$ cat config.mk
export PLATFORM = sky130hd
export DESIGN_NAME = button_event_scheduler
export DESIGN_NICKNAME = d
export VERILOG_FILES = /design/src/rtl/button_event_scheduler.sv
export SDC_FILE = /design/constraint.sdc
export NUM_CORES = 1
export LEC_CHECK = 0
export CORE_MARGIN = 1
export CORE_UTILIZATION = 55
export DETAILED_ROUTE_END_ITERATION = 10
export HOLD_SLACK_MARGIN = 0.12
export PLACE_DENSITY = 0.77
export SKIP_LAST_GASP = 1
export SLEW_MARGIN = 30
export SYNTH_ARGS = -nofsm -noshare
export SYNTH_HDL_FRONTEND = slang
export SYNTH_SLANG_ARGS = --single-unit
$ cat constraint.sdc
create_clock -name clk_oled -period 7.71 [get_ports clk_oled]
set_clock_uncertainty 0.05 [all_clocks]
set_input_delay 2.313 -clock clk_oled [delete_from_list [all_inputs] [get_ports clk_oled]]
set_output_delay 2.313 -clock clk_oled [all_outputs]
set_load 0.05 [all_outputs]
$ cat src/rtl/button_event_scheduler.sv
// Button front end: sync, edge detect and auto-repeat feed a round-robin arbiter into a small event FIFO.
// Press reaches ev_valid 3 edges after s1 captures it; while the consumer stalls, events queue, then coalesce in pending and bump drop_cnt.
module button_event_scheduler #(
  parameter int NUM_BTN       = 5,
  parameter int REPEAT_DELAY  = 3125000,
  parameter int REPEAT_PERIOD = 625000,
  parameter int FIFO_DEPTH    = 4
) (
  input  logic               clk_oled,
  input  logic               reset,
  input  logic [NUM_BTN-1:0] btn_raw,
  input  logic               ev_ready,
  output logic               ev_valid,
  output logic [2:0]         ev_btn,
  output logic               ev_repeat,
  output logic [NUM_BTN-1:0] btn_level,
  output logic [7:0]         drop_cnt
);

  localparam int CNT_MAX = (REPEAT_DELAY > REPEAT_PERIOD) ? REPEAT_DELAY : REPEAT_PERIOD;
  localparam int CW      = (CNT_MAX > 2) ? $clog2(CNT_MAX) : 1;
  localparam int AW      = (FIFO_DEPTH > 1) ? $clog2(FIFO_DEPTH) : 1;
  localparam logic [CW-1:0] DELAY_LAST  = CW'(REPEAT_DELAY - 1);
  localparam logic [CW-1:0] PERIOD_LAST = CW'(REPEAT_PERIOD - 1);
  localparam logic [2:0]    LAST_BTN    = 3'(NUM_BTN - 1);
  localparam logic [AW:0]   FIFO_FULL   = (AW + 1)'(FIFO_DEPTH);

  typedef struct packed {
    logic       rpt;
    logic [2:0] btn;
  } ev_t;

  logic [NUM_BTN-1:0] s1, s2, s3;
  logic [NUM_BTN-1:0] rise, rpt_ev, new_ev, drop_vec;
  logic [NUM_BTN-1:0] pend, pend_flag, phase, gnt_oh;
  logic [CW-1:0]      hold_cnt [NUM_BTN];
  logic [2:0]         rr_ptr, gnt_idx;
  logic               gnt_any, grant, pop;
  logic [8:0]         drop_sum;
  ev_t                mem [FIFO_DEPTH];
  logic [AW-1:0]      wr_ptr, rd_ptr;
  logic [AW:0]        count;

  function automatic logic [2:0] wrap_idx(input logic [2:0] base, input int off);
    int s;
    s = int'(base) + off;
    if (s >= NUM_BTN) s = s - NUM_BTN;
    return s[2:0];
  endfunction

  assign rise      = s2 & ~s3;
  assign new_ev    = rise | rpt_ev;
  assign btn_level = s2;
  assign ev_valid  = (count != '0);
  assign ev_btn    = mem[rd_ptr].btn;
  assign ev_repeat = mem[rd_ptr].rpt;
  assign pop       = ev_valid & ev_ready;
  assign grant     = gnt_any & (count < FIFO_FULL);

  always_comb begin
    for (int i = 0; i < NUM_BTN; i++) begin
      rpt_ev[i] = s2[i] & (phase[i] ? (hold_cnt[i] == PERIOD_LAST)
                                    : (hold_cnt[i] == DELAY_LAST));
    end
  end

  // First pending button at or after rr_ptr, wrapping around the button set.
  always_comb begin
    gnt_any = 1'b0;
    gnt_idx = '0;
    for (int off = 0; off < NUM_BTN; off++) begin
      if (!gnt_any && pend[wrap_idx(rr_ptr, off)]) begin
        gnt_any = 1'b1;
        gnt_idx = wrap_idx(rr_ptr, off);
      end
    end
  end

  // A new event landing on the button being granted this cycle re-arms it rather than dropping.
  always_comb begin
    gnt_oh = '0;
    if (grant) gnt_oh[gnt_idx] = 1'b1;
    drop_vec = new_ev & pend & ~gnt_oh;
    drop_sum = {1'b0, drop_cnt} + 9'($countones(drop_vec));
  end

  always_ff @(posedge clk_oled or posedge reset) begin
    if (reset) begin
      s1        <= '0;
      s2        <= '0;
      s3        <= '0;
      phase     <= '0;
      pend      <= '0;
      pend_flag <= '0;
      drop_cnt  <= '0;
      rr_ptr    <= '0;
      wr_ptr    <= '0;
      rd_ptr    <= '0;
      count     <= '0;
      for (int i = 0; i < NUM_BTN; i++) hold_cnt[i] <= '0;
      for (int j = 0; j < FIFO_DEPTH; j++) mem[j] <= '0;
    end else begin
      s1 <= btn_raw;
      s2 <= s1;
      s3 <= s2;
      for (int i = 0; i < NUM_BTN; i++) begin
        if (!s2[i]) begin
          hold_cnt[i] <= '0;
          phase[i]    <= 1'b0;
        end else if (rpt_ev[i]) begin
          hold_cnt[i] <= '0;
          phase[i]    <= 1'b1;
        end else begin
          hold_cnt[i] <= hold_cnt[i] + 1'b1;
        end
      end
      pend      <= (pend & ~gnt_oh) | new_ev;
      pend_flag <= (pend_flag & ~new_ev) | (rpt_ev & new_ev);
      drop_cnt  <= drop_sum[8] ? 8'hFF : drop_sum[7:0];
      if (grant) begin
        mem[wr_ptr] <= '{rpt: pend_flag[gnt_idx], btn: gnt_idx};
        wr_ptr      <= wr_ptr + 1'b1;
        rr_ptr      <= (gnt_idx == LAST_BTN) ? 3'd0 : gnt_idx + 3'd1;
      end
      if (pop) rd_ptr <= rd_ptr + 1'b1;
      case ({grant, pop})
        2'b10:   count <= count + 1'b1;
        2'b01:   count <= count - 1'b1;
        default: count <= count;
      endcase
    end
  end

endmodule

==> metrics.md <==
| Metric | Value |
|---|---|
| Max-cap viol count | `0` |
| Non-Filler Instances | `1202` |
| Area of the multi-input gates | `4640 µm²` |
| Nets | `1008` |
| Sw frac | `0.407` |
| Slew margin rel. | `0.437` |
| Top cell type's share of synthesized area | `0.473` |
| RSZ-0062 raised after global routing | `no` |
| Via Count | `6669` |
| GP Congestion | `0.907` |
| Initial antenna violation count | `0` |
| DPL Wire Length | `11900 µm` |
| Reg2Reg Depth | `20` |
| Crit path DAT | `6.40 ns` |
| Post-Route Utilization | `0.636` |
| Clock share of power | `0.229` |
| Final WL | `17600 µm` |
| Met1 usage | `0.304` |
| Hold path depth | `0` |
| Crit-path cells | `inv_1 > ha_1 > ha_1 > a21oi_1 > mux4_2 > o22ai_2 > a31oi_1 > o311ai_2 > a21oi_4 > nand2b_4 > o21ai_1 > nor2_1 > fa_1 > fa_1 > ha_1 > fa_1 > a21oi_1 > nor2_1 > nand3_1 > nand3_1` |
| Power, Total | `3.73 mW` |
| Drt drc | `0` |
| Max clock buf depth | `2` |
| Cell taking the most area after synthesis | `dfrtp_1` |
| Clock sinks | `174` |
| Drt pass-1 iters | `5` |
| Congestion Overflow GR | `0` |
| Average wire per standard cell | `14.6 µm` |
| First-pass GRT wire length | `30700 µm` |
| Combinational power share | `0.467` |
| Worst slew pin tran | `0.845 ns` |
| Syn-to-layout area delta | `11.3%` |
| Grt met3 use | `0.0478` |
| Async set-reset flop share out of synthesis | `1.00` |
| DR vias/cell | `5.55` |
| Dominant synthesized flop cell | `dfrtp_1` |
| H-tree depth | `4` |
| # resized after CTS | `0` |
| Slew Limit Fails | `0` |
| Worst-Skew Late Latency | `0.42 ns` |
| Area contributors post-synth | `dfrtp_1 (47%), nor2_1 (6.8%), xor2_1 (6.2%), xnor2_1 (4.7%), nand2_1 (4.2%)` |
| Die Area | `17300 µm²` |
| Final setup vio count | `0` |
| Unique masters post-synth | `72` |
| Mean Syn Cell Area | `9.73 µm²` |
| FF/Latch Area | `4350 µm²` |
| #FFs+latches synth | `174` |
| IO Count | `26` |
| Fraction of layout cells with a size suffix above 1 | `0.0690` |
| Reg power frac | `0.303` |
| Post-Syn Area | `9210 µm²` |
| Period utilization | `0.798` |
| Critical path's slowest cell | `dfrtp_1` |
| Endpoint class of the critical path | `flip-flop` |
| Post-Route Setup TNS | `0 ns` |
| Pint | `2.21 mW` |
| Iteration-0 DRC Markers | `505` |
| Rows | `46` |
| CTS clk-pin slew, worst paths | `0.07 ns` |
| Root Driver | `clkbuf_16` |
| Number of synthesized flops with an enable pin | `0` |
| Die W | `131 µm` |
| CP Class | `reg2reg` |
| Startpoint Class | `flip-flop` |
| Worst EP required | `7.96 ns` |
| Max frequency | `162 MHz` |
| Mapped Cells | `946` |
| Most frequent cell after synthesis | `dfrtp_1` |
| # fillers | `1294` |
| Synth Warn # | `0` |
| N_diodes | `0` |
| Largest net degree at the start of global routing | `84` |
| Crit path time final | `6.15 ns` |
| I/O Buffers | `25` |
| Synth top cells by count | `dfrtp_1 (174), nor2_1 (166), nand2_1 (102)` |
| Total setup buffers inserted after CTS | `0` |
| CTS tree | `built` |
| Post-route ant nets | `0` |
| Crit Path Max Fanout | `10` |
| Height of the die | `131 µm` |
| Design area | `10200 µm²` |
| NetSw | `1.52 mW` |
| Placed Area | `9660 µm²` |
| Core footprint | `16100 µm²` |
| Total GRT Usage | `0.218` |
| Status | `finished, final reports clean` |
| Hold-fix buffers at CTS | `0` |
| Num CTS Buffers | `17` |
| Seq/Total Area, Yosys | `0.473` |
| Vias in the first global route | `6433` |
| Pwr dens | `364 nW/µm²` |
| Synth Net Count | `981` |
| Dpl cells | `1170` |
| Met2 Resource Use GR | `0.339` |
| Leakage | `4.40 nW` |
| Crit path largest cell delay | `0.58 ns` |
| Hold Path Class | `reg2reg` |
| Worst VDD drop | `287 µV` |
| Gr busiest metal | `met2` |
| Final hold violations | `0` |
| Initial Utilization | `0.571` |
==> critical path, delay by kind of cell (launching register included) <==
family                     cells  cell delay (ns)
AOI/OAI and AO/OA              7             1.63
adders and majority gates      6             2.33
buffers and inverters          1             0.22
DFF                            1             0.58
muxes                          1             0.55
and+or+nand+nor                5             0.68
==> through the flow <==
step / hold WS [ns] / setup WS, ns
after global routing: 0.315 / 1.16
final: 0.300 / 1.56
after floorplan: 0.281 / 0.630
after global placement: 0.281 / 1.76
after detailed placement: 0.286 / 1.60
after CTS: 0.302 / 1.55
==> flip-flops by register name (all words and copies together) (netlist names), named ones only <==
name / count
pend: 5
rr_ptr: 3
s3: 5
wr_ptr: 2
count: 3
s1: 5
phase: 5
rd_ptr: 2
hold_cnt: 110
mem: 16
btn_level: 5
drop_cnt: 8
==> kinds of logic (layout without fill, tap and decap cells) <==
logic type	Yosys count	in the layout	synth area share
buffers and inverters	51	91	0.0232
AO/OA/AOI/OAI	103	103	0.0814
AND/OR/NAND/NOR	452	452	0.234
XOR/XNOR	114	114	0.108
adder cells (fa/ha/maj)	27	27	0.0408
multiplexers	25	25	0.0393
flip-flops	174	174	0.473
==> per-layer routing <==
layer | routed length (µm) | vias to the layer above
li1 | - | 3302
met1 | 8420 | 3229
met2 | 8240 | 118
met3 | 687 | 20
met4 | 263 | 0
met5 | 0 | -
==> power by group through the flow <==
| stage | Combinational [mW] | Clock [mW] | Sequential [mW] |
|---|---|---|---|
| 2_1_floorplan | 1.35 | 0 | 1.17 |
| 4_1_cts | 1.74 | 0.877 | 1.13 |
| 3_5_place_dp | 1.73 | 0 | 1.15 |
| 6_report | 1.74 | 0.856 | 1.13 |
| 5_1_grt | 1.91 | 0.911 | 1.15 |
| 3_3_place_gp | 1.70 | 0 | 1.15 |
==> area by class of cell <==
class / count / share of cell area
clock buffers: 19 / 0.0422
well taps: 216 / 0.0264
multi-input cells: 721 / 0.453
flip-flops and latches: 174 / 0.425
repair buffers: 29 / 0.0277
clock inverters: 13 / 0.0148
inverters: 30 / 0.0115
==> cell usage in the layout (no fill, tap or decap), drive strengths merged, types with 5 or more instances in the layout <==
master and instances:
a211o 5, a211oi 7, a21o 6, a21oi 15, a31oi 6, and2 7, and3 20, clkbuf 19
clkdlybuf4s50 25, dfrtp 174, fa 5, ha 22, inv 36, mux2 9, mux2i 9, mux4 7
nand2 102, nand2b 17, nand3 52, nand4 20, nor2 166, nor2b 7, nor3 14, nor4 11
o21a 5, o21ai 33, or3 6, or4 5, xnor2 49, xor2 65
==> path summary, 6_finish.rpt <==
check / from / to / slack (ns)
worst max-delay path: rr_ptr[1] / drop_cnt[5] / 1.56
worst min-delay path: s1[1] / btn_level[1] / 0.30
worst max register to register: rr_ptr[1] / drop_cnt[5] / 1.56
worst min register to register: s1[1] / btn_level[1] / 0.30
max in group asynchronous: reset / mem[10] / 4.42
min in group asynchronous: reset / hold_cnt[105] / 2.18
No activity file was read; power rests on OpenSTA's default activity.
